**config.mk**
```make
export PLATFORM = sky130hd
export DESIGN_NAME = sqrt_arbiter_flat
export DESIGN_NICKNAME = d
export VERILOG_FILES = /design/src/rtl/sqrt_arb_pkg.sv /design/src/rtl/sqrt_arbiter_if.sv /design/src/rtl/sqrt_arbiter_rr_pick.sv /design/src/rtl/sqrt_arbiter.sv /design/src/flat_wrapper.sv
export SDC_FILE = /design/constraint.sdc
export NUM_CORES = 1
export LEC_CHECK = 0
export ABC_AREA = 1
export BUFFER_PORTS_ARGS = -buffer_cell sky130_fd_sc_hd__buf_2
export CORE_MARGIN = 1.5
export CORE_UTILIZATION = 30
export DETAILED_ROUTE_END_ITERATION = 8
export PLACE_DENSITY_LB_ADDON = 0.25
export SLEW_MARGIN = 5
export SYNTH_ARGS = -nofsm -noshare
export SYNTH_HDL_FRONTEND = slang
export SYNTH_SLANG_ARGS = --single-unit
```
**constraint.sdc**
```tcl
create_clock -name clk -period 3.9 [get_ports clk]
set_clock_uncertainty 0.1 [all_clocks]
set_input_delay 0 -clock clk [delete_from_list [all_inputs] [get_ports clk]]
set_output_delay 0 -clock clk [all_outputs]
set_load 0.02 [all_outputs]
```
**src/rtl/sqrt_arb_pkg.sv**
```systemverilog
// Shared definitions for the square-root engine arbiter: FSM encoding and
// a constant-width helper used to size the pointer and timeout counter.
package sqrt_arb_pkg;

    typedef enum logic [1:0] {
        IDLE  = 2'd0,
        ISSUE = 2'd1,
        WAIT  = 2'd2,
        RESP  = 2'd3
    } state_t;

    // Never returns less than 1 so a degenerate range still gets a real vector.
    function automatic int clog2(input int value);
        int r;
        r = 0;
        while ((1 << r) < value) r = r + 1;
        if (r < 1) r = 1;
        return r;
    endfunction

endpackage

```
**src/rtl/sqrt_arbiter_if.sv**
```systemverilog
// Start/valid handshake between the arbiter (master) and the single sqrt engine (slave).
// eng_start pulses for one cycle with eng_operand held stable; the engine later
// raises eng_valid for one cycle with eng_result, which is only honoured while the arbiter waits.
interface sqrt_arbiter_if #(
    parameter int WIDTH = 16,
    parameter int RES_W = WIDTH / 2
);
    logic             eng_start;
    logic [WIDTH-1:0] eng_operand;
    logic             eng_valid;
    logic [RES_W-1:0] eng_result;

    modport master (
        output eng_start,
        output eng_operand,
        input  eng_valid,
        input  eng_result
    );

    modport slave (
        input  eng_start,
        input  eng_operand,
        output eng_valid,
        output eng_result
    );
endinterface

```
**src/rtl/sqrt_arbiter_rr_pick.sv**
```systemverilog
// Combinational round-robin picker: first set request at or above rr_ptr,
// wrapping modulo N_REQ (works for non-power-of-two N_REQ).
module rr_pick #(
    parameter int N_REQ = 4,
    parameter int PTR_W = 2
) (
    input  logic [N_REQ-1:0] req,
    input  logic [PTR_W-1:0] rr_ptr,
    output logic             any,
    output logic [PTR_W-1:0] gidx
);
    always_comb begin : pick
        logic             found;
        logic [PTR_W-1:0] idx;
        any   = |req;
        gidx  = '0;
        found = 1'b0;
        idx   = '0;
        for (int k = 0; k < N_REQ; k++) begin
            idx = PTR_W'((int'(rr_ptr) + k) % N_REQ);
            if (!found && req[idx]) begin
                found = 1'b1;
                gidx  = idx;
            end
        end
    end
endmodule

```
**src/rtl/sqrt_arbiter.sv**
```systemverilog
// Round-robin arbiter sharing one integer square-root engine among N_REQ clients.
// Every client-facing and engine-facing output is registered.
module sqrt_arbiter
    import sqrt_arb_pkg::*;
#(
    parameter int N_REQ   = 4,
    parameter int WIDTH   = 16,
    parameter int RES_W   = WIDTH / 2,
    parameter int TIMEOUT = 1023
) (
    input  logic                   clk,
    input  logic                   clr,
    input  logic [N_REQ-1:0]       req,
    input  logic [N_REQ*WIDTH-1:0] operand,
    output logic [N_REQ-1:0]       ack,
    output logic [N_REQ-1:0]       done,
    output logic [RES_W-1:0]       result,
    output logic                   err,
    output logic                   busy,
    output state_t                 dbg_state,
    sqrt_arbiter_if.master         eng
);
    localparam int PTR_W = clog2(N_REQ);
    localparam int TMR_W = clog2(TIMEOUT + 1);
    localparam logic [PTR_W-1:0] PTR_LAST = PTR_W'(N_REQ - 1);
    localparam logic [TMR_W-1:0] TMR_LAST = (TIMEOUT == 0) ? '0 : TMR_W'(TIMEOUT - 1);

    state_t           state;
    state_t           state_next;
    logic [PTR_W-1:0] rr_ptr;
    logic [PTR_W-1:0] gidx;
    logic [PTR_W-1:0] pick_idx;
    logic             pick_any;
    logic [TMR_W-1:0] timer;
    logic             timeout_hit;

    rr_pick #(.N_REQ(N_REQ), .PTR_W(PTR_W)) u_pick (
        .req    (req),
        .rr_ptr (rr_ptr),
        .any    (pick_any),
        .gidx   (pick_idx)
    );

    // timer only reaches TMR_LAST before leaving WAIT, so it never overflows.
    assign timeout_hit = (TIMEOUT != 0) && (timer == TMR_LAST);
    assign dbg_state   = state;

    always_ff @(posedge clk) begin
        if (clr) state <= IDLE;
        else     state <= state_next;
    end

    always_comb begin
        state_next = state;
        case (state)
            IDLE:    if (pick_any) state_next = ISSUE;
            ISSUE:   state_next = WAIT;
            WAIT:    if (eng.eng_valid || timeout_hit) state_next = RESP;
            RESP:    state_next = IDLE;
            default: state_next = IDLE;
        endcase
    end

    // Registered outputs and datapath; pulses default low each cycle.
    always_ff @(posedge clk) begin
        if (clr) begin
            ack             <= '0;
            done            <= '0;
            result          <= '0;
            err             <= 1'b0;
            busy            <= 1'b0;
            eng.eng_start   <= 1'b0;
            eng.eng_operand <= '0;
            rr_ptr          <= '0;
            gidx            <= '0;
            timer           <= '0;
        end else begin
            ack           <= '0;
            done          <= '0;
            eng.eng_start <= 1'b0;
            busy          <= (state_next != IDLE);
            case (state)
                IDLE: begin
                    if (pick_any) begin
                        gidx            <= pick_idx;
                        eng.eng_operand <= operand[pick_idx*WIDTH +: WIDTH];
                        ack             <= N_REQ'(1) << pick_idx;
                        eng.eng_start   <= 1'b1;
                    end
                end
                ISSUE: timer <= '0;
                WAIT: begin
                    // A valid arriving on the timeout cycle still wins.
                    if (eng.eng_valid) begin
                        result <= eng.eng_result;
                        err    <= 1'b0;
                        done   <= N_REQ'(1) << gidx;
                    end else if (timeout_hit) begin
                        result <= '0;
                        err    <= 1'b1;
                        done   <= N_REQ'(1) << gidx;
                    end else begin
                        timer <= timer + 1'b1;
                    end
                end
                RESP: begin
                    err    <= 1'b0;
                    rr_ptr <= (gidx == PTR_LAST) ? '0 : gidx + 1'b1;
                end
                default: ;
            endcase
        end
    end
endmodule

```
**src/flat_wrapper.sv**
```systemverilog
// flat-port wrapper written by rule: the top's interface ports become plain ports
module sqrt_arbiter_flat import sqrt_arb_pkg::*;
#(
    parameter int N_REQ   = 4,
    parameter int WIDTH   = 16,
    parameter int RES_W   = WIDTH / 2,
    parameter int TIMEOUT = 1023
)
  (clk, clr, req, operand, ack, done, result, err, busy, dbg_state, eng_eng_start, eng_eng_operand, eng_eng_valid, eng_eng_result);
  sqrt_arbiter_if #(.WIDTH(WIDTH), .RES_W(RES_W)) eng_i ();
  input  logic clk;
  input  logic clr;
  input  logic [N_REQ-1:0] req;
  input  logic [N_REQ*WIDTH-1:0] operand;
  output logic [N_REQ-1:0] ack;
  output logic [N_REQ-1:0] done;
  output logic [RES_W-1:0] result;
  output logic err;
  output logic busy;
  output state_t dbg_state;
  output wire logic [$bits(eng_i.eng_start)-1:0] eng_eng_start;
  output wire logic [$bits(eng_i.eng_operand)-1:0] eng_eng_operand;
  input wire logic [$bits(eng_i.eng_valid)-1:0] eng_eng_valid;
  input wire logic [$bits(eng_i.eng_result)-1:0] eng_eng_result;
  assign eng_eng_start = eng_i.eng_start;
  assign eng_eng_operand = eng_i.eng_operand;
  assign eng_i.eng_valid = eng_eng_valid;
  assign eng_i.eng_result = eng_eng_result;
  sqrt_arbiter #(.N_REQ(N_REQ), .WIDTH(WIDTH), .RES_W(RES_W), .TIMEOUT(TIMEOUT)) u_core (.clk(clk), .clr(clr), .req(req), .operand(operand), .ack(ack), .done(done), .result(result), .err(err), .busy(busy), .dbg_state(dbg_state), .eng(eng_i));
endmodule
```
==> metrics.md, run 1 <==
| Metric | Value |
|---|---|
| Mapped Avg Cell Area | `6.275 um^2` |
| Hold Fails Final Rpt | `0` |
| Clock period minus worst slack | `approximately 2.9 ns` |
| Cells after Synth | `524` |
| Most common cell after layout, fill and taps aside | `buf_2` |
| Htree depth | `2` |
| First-pass GRT wire length | `15.32 mm` |
| Post-synth ARST share | `0` |
| Share of layout cells above drive strength 1 | `0.2262` |
| Port buffer count | `approximately 120` |
| Die Wd | `between 100 and 150 um` |
| Synth Cell Area | `approximately 3300 um^2` |
| Worst Hold Class | `in2reg` |
| Gr ovfl total | `0` |
| Detailed router's first-iteration violation count | `around 220` |
| RePlAce Congestion | `between 0.9 and 1` |
| WP data required | `about 4.0 ns` |
| Sink Count | `between 50 and 60` |
| Fmax achieved | `348.3 MHz` |
| Drt wl/cell | `~12 um` |
| PnR worst setup slack | `1.029 ns` |
| Number of max-cap violations | `0` |
| Synthesized Nets | `roughly 610` |
| Sequential fraction of the synthesis area | `0.3105` |
| # Post-CTS Setup Buffers | `0` |
| Critical path class | `reg2reg` |
| Synth Flop Type | `dfxtp_1` |
| Syn-to-layout area delta | `28.58%` |
| Initial Util | `0.3060` |
| Clock transition at the registers of the reported paths | `~0.1 ns` |
| Most frequent cells in the layout | `buf_2 (115), inv_1 (113), nand2_1 (110)` |
| Antenna Nets Post-Route | `0` |
| Post-DP Area | `3901 um^2` |
| Pins Over Slew Limit | `0` |
| Vias in the first global route | `3376` |
| Cts repair resizes | `0` |
| DRT Pass-1 Iters | `4` |
| CP arrival | `around 3 ns` |
| Longest Clk Path Bufs | `2` |
| Minimum hold slack | `0.01241 ns` |
| Final instance area | `between 4000 and 5000 um^2` |
| Initial antenna violation count | `0` |
| Type of origin of the critical path | `register` |
| Pin count of the biggest net entering global routing | `40` |
| Leakage | `2.369 nW` |
| Pin slew with the least headroom to its limit | `about 1.1 ns` |
| Rows | `38` |
| Register area | `around 1000 um^2` |
| Place WS | `about 1.1 ns` |
| Core Region | `about 11000 um^2` |
| Drt total wl | `9.148 mm` |
| Worst vdd ir | `~0.23 mV` |
| CP endpoint kind | `register` |
| Final Util | `0.3935` |
| Ant diodes | `0` |
| Synthesis warning total | `0` |
| Vias per cell | `between 4 and 5` |
| Yosys reg bits | `51` |
| Endpoints failing setup | `0` |
| Worst-path fanout max | `33` |
| Netlist cell types | `34` |
| Total Routing Usage GR | `0.1623` |
| Power per cell area | `469.4 nW/um^2` |
| Io pins | `116` |
| Final period utilization | `0.7362` |
| Final setup TNS | `0 ns` |
| CTS tree | `built` |
| Post-synth EDFFs | `0` |
| TritonCTS Buffers | `5` |
| Clock root buffer | `clkbuf_8` |
| Final Net Count | `about 740` |
| Routed vias | `roughly 3600` |
| Post-DP HPWL | `between 6 and 7 mm` |
| Worst rel slew slack | `0.2789` |
| Fill cells | `about 1200` |
| DIE HEIGHT | `between 100 and 150 um` |
| Die area | `~12000 um^2` |
| CTS hold repair buffers | `23` |
| DRC | `0` |
| Clock latency at the later pin of the worst-skew pair | `slightly above 0.3 ns` |
| Area taken by multi-input logic gates | `1687 um^2` |
| RSZ-0062 raised after global routing | `no` |
| Status | `complete, no violations` |
## Yosys cell counts (2+ instances only)
library cell | instances | area (um^2)
a211oi_1 | 2 | 15.01
a21oi_1 | 21 | 105.1
buf_1 | 2 | 7.510
buf_2 | 2 | 10.01
buf_4 | 7 | 52.55
buf_6 | 3 | 33.78
clkbuf_1 | 5 | 18.77
dfxtp_1 | 51 | 1021
ha_1 | 11 | 137.6
inv_1 | 113 | 424.2
nand2_1 | 110 | 412.9
nand2_2 | 4 | 25.02
nand3_1 | 92 | 460.4
nand3_2 | 11 | 110.1
nand4_1 | 4 | 25.02
nor2_1 | 52 | 195.2
nor2_4 | 2 | 22.52
nor3_1 | 3 | 15.01
o21ai_0 | 9 | 45.04
o21ai_1 | 3 | 15.01
xor2_1 | 4 | 35.03
## sequential cells by signal (all words and copies together), names as in the netlist
signal and flops:
u_core.result 8, u_core.ack 4, u_core.busy 1, u_core.eng.eng_start 1, u_core.timer 10, u_core.dbg_state 2
u_core.done 4, u_core.err 1, u_core.gidx 2, u_core.eng.eng_operand 16, u_core.rr_ptr 2
## cells by family (layout without fill, tap and decap cells)
family,Yosys count,in the layout,synth area share
AO/OA/AOI/OAI,40,40,0.06621
XOR/XNOR,4,4,0.01065
buffers and inverters,136,262,0.1766
AND/OR/NAND/NOR,282,282,0.3942
flip-flops,51,51,0.3105
adder cells (fa/ha/maj),11,11,0.04186
## metrics by stage
step | cells | power [mW]
2_1_floorplan | 524 | 1.416
3_3_place_gp | 759 | 1.639
3_5_place_dp | 759 | 1.656
4_1_cts | 790 | 2.010
5_1_grt | 790 | 2.166
6_report | 790 | 1.984
## path summary, 6_finish.rpt
check / start / endpoint / slack [ns] / cells after the start
worst min-delay path: operand[3] / u_core.eng.eng_operand[3] / 0.01 / 7
worst max register to register: u_core.rr_ptr[0] / u_core.eng.eng_operand[6] / 1.03 / 13
worst max-delay path: u_core.rr_ptr[0] / u_core.eng.eng_operand[6] / 1.03 / 13
worst min register to register: u_core.result[7] / u_core.result[7] / 0.37 / 2
## layout make-up
cell class | count | area share
timing repair buffer | 138 | 0.1906
inverter | 116 | 0.1048
sequential | 51 | 0.2415
multi-input combinational | 337 | 0.3989
clock buffer | 5 | 0.01628
clock inverter | 3 | 0.006511
tap | 140 | 0.04143
## where the power goes
group	leakage (nW)	internal (mW)	total, mW	switching, mW
clock network	0.0467	0.133	0.328	0.195
logic	1.90	0.325	0.982	0.657
registers	0.418	0.615	0.674	0.0587
## per-layer routing
metal  share of wire  vias to the layer above  global-route usage  wire length [um]
li1                -                     1857                   -                 -
met1            0.47                     1553              0.2184              4279
met2            0.45                      141              0.2643              4123
met3           0.068                       11             0.02603               621
met4           0.013                        0             0.05169               123
met5               0                        -                   0                 0
## worst max-delay path: stages, from the launching register on
cell	delay, ns
dfxtp_1	0.62
nand2_1	0.15
nand2_1	0.11
nand2_1	0.08
nand2_2	0.11
inv_1	0.10
nand2_1	0.08
nand3_2	0.53
nand2_4	0.47
nand2_1	0.09
nand3_1	0.08
nand3_1	0.11
nand2_1	0.11
inv_1	0.04
No activity file was read; power rests on OpenSTA's default activity.
==> run 2: changes to the inputs <==
==> constraint.sdc (replaced) <==
create_clock -name clk -period 2.8 [get_ports clk]
set_clock_uncertainty 0.1 [all_clocks]
set_input_delay 0 -clock clk [delete_from_list [all_inputs] [get_ports clk]]
set_output_delay 0 -clock clk [all_outputs]
set_load 0.02 [all_outputs]
==> run 2 against run 1 <==
Effect of this change: non-clock buffer count rose by 11; flip-flop and latch count did not move; final area rose by 2.4%; maximum frequency rose by 18%; register-to-register slack got worse by 0.65 ns; final cell count rose by 1.4%; largest cell class unchanged; largest power group unchanged; highest routed layer unchanged.
==> metrics.md, run 2 (same netlist as run 1, synthesis figures left out) <==
| Metric | Value |
|---|---|
| Sink Count | `around 50` |
| Post-DP HPWL | `between 6 and 7 mm` |
| Final Util | `0.4028` |
| Worst-path fanout max | `16` |
| Top cell by count, worst path | `nand3_1` |
| Routed vias | `approximately 3600` |
| Leakage | `2.415 nW` |
| Drt total wl | `9.357 mm` |
| Gr ovfl total | `0` |
| Rows | `38` |
| Vias per cell | `4.444` |
| Longest Clk Path Bufs | `2` |
| Number of max-cap violations | `0` |
| RePlAce Congestion | `about 0.84` |
| Worst Hold Class | `in2reg` |
| Pins Over Slew Limit | `0` |
| Pin count of the biggest net entering global routing | `40` |
| Final instance area | `between 4000 and 5000 um^2` |
| Final Net Count | `750` |
| Share of layout cells above drive strength 1 | `0.2269` |
| Critical path class | `reg2reg` |
| DRC | `0` |
| Place WS | `0.4321 ns` |
| Most common cell after layout, fill and taps aside | `buf_2` |
| Worst vdd ir | `about 0.32 mV` |
| Port buffer count | `~120` |
| Initial antenna violation count | `0` |
| DIE HEIGHT | `~110 um` |
| Ant diodes | `0` |
| Pin slew with the least headroom to its limit | `approximately 1.1 ns` |
| Clock period minus worst slack | `between 2 and 2.5 ns` |
| CP endpoint kind | `register` |
| First-pass GRT wire length | `between 15 and 20 mm` |
| RSZ-0062 raised after global routing | `no` |
| Fill cells | `about 1200` |
| CTS tree | `built` |
| Endpoints failing setup | `0` |
| Post-DP Area | `around 3900 um^2` |
| TritonCTS Buffers | `5` |
| CP arrival | `2.53 ns` |
| Initial Util | `0.3060` |
| Antenna Nets Post-Route | `0` |
| Die Wd | `107.7 um` |
| Htree depth | `2` |
| Status | `complete, no violations` |
| PnR worst setup slack | `~0.38 ns` |
| Regs by FF count | `u_core.eng.eng_operand (16), u_core.timer (10), u_core.result (8)` |
| Total Routing Usage GR | `0.1657` |
| Hold Fails Final Rpt | `0` |
| WP data required | `around 2.9 ns` |
| DRT Pass-1 Iters | `4` |
| CP max-delay cell | `dfxtp_1` |
| Clock transition at the registers of the reported paths | `roughly 0.11 ns` |
| Crit-path cells | `inv_6, nand2_1, nand2_2, nand2_1, nand2_2, nor2_4, nand2_2, nand3_1, nand3_1, nand3_1, nand3_1, nand2_1, inv_1` |
| Max incr delay on CP | `around 0.63 ns` |
| Clock root buffer | `clkbuf_8` |
| Max reg flops | `16` |
| Most frequent cells in the layout | `buf_2 (115), inv_1 (113), nand2_1 (110)` |
| Detailed router's first-iteration violation count | `roughly 130` |
| Power per cell area | `643.8 nW/um^2` |
| Syn-to-layout area delta | `31.62%` |
| Top reg by flops | `u_core.eng.eng_operand` |
| Power, Total | `between 2 and 3 mW` |
| Cts repair resizes | `0` |
| Clock latency at the later pin of the worst-skew pair | `around 0.31 ns` |
| Drt wl/cell | `roughly 12 um` |
| Final setup TNS | `0 ns` |
| Core Region | `around 11000 um^2` |
| Die area | `11600 um^2` |
| Fmax achieved | `~410 MHz` |
| Vias in the first global route | `3396` |
| Type of origin of the critical path | `register` |
| Worst rel slew slack | `0.2709` |
| Io pins | `between 100 and 150` |
| Final period utilization | `0.8656` |
[run 2: final timing paths]
path                    startpoint                          to  slack [ns]  depth (start not counted)
setup / recovery  u_core.rr_ptr[0]  u_core.eng.eng_operand[14]        0.38                         13
hold / removal         operand[45]  u_core.eng.eng_operand[13]       0.007                          7
setup reg to reg  u_core.rr_ptr[0]  u_core.eng.eng_operand[14]        0.38                         13
hold reg to reg   u_core.result[7]            u_core.result[7]        0.37                          2
[run 2: power by group]
group | switching (mW) | leakage [nW] | internal, mW
Sequential | 0.0834 | 0.418 | 0.857
Clock | 0.271 | 0.0452 | 0.183
Combinational | 0.919 | 1.95 | 0.474
[run 2: layer usage]
metal | up-vias | wire, um | GRT usage
met4 | 0 | 59 | 0.03947
met1 | 1540 | 4399 | 0.2118
met3 | 7 | 537 | 0.02482
li1 | 1879 | - | -
met5 | - | 0 | 0
met2 | 134 | 4360 | 0.2916
[run 2: per-stage QoR]
| step | hold slack [ns] | std cells |
|---|---|---|
| 2_1_floorplan | 0.04903 | 524 |
| 3_3_place_gp | 0.1616 | 762 |
| 3_5_place_dp | 0.1665 | 762 |
| 4_1_cts | 0.0002503 | 801 |
| 5_1_grt | 0.03516 | 801 |
| 6_report | 0.007361 | 801 |
[run 2: worst max-delay path: cells and delay by family, from the launching register on]
kind / cells / cell delay [ns]
AND/OR/NAND/NOR: 11 / 1.48
buffers and inverters: 2 / 0.12
flip-flops: 1 / 0.63
[run 2: area by class of cell]
type	instances	area (um^2)	area share
Clock buffer	5	68.82	0.01590
Multi-Input combinational cell	337	1687	0.3897
Timing Repair Buffer	149	908.4	0.2099
Clock inverter	3	25.02	0.005782
Tap cell	140	175.2	0.04047
Inverter	116	442.9	0.1023
Sequential cell	51	1021	0.2359
[run 2: repair_timing]
action / 4_1_cts / 5_1_grt
endpoints found under the setup margin: 0 / 0
setup buffers: 0 / 0
hold buffers: 31 / 0
endpoints found under the hold margin: 23 / 0
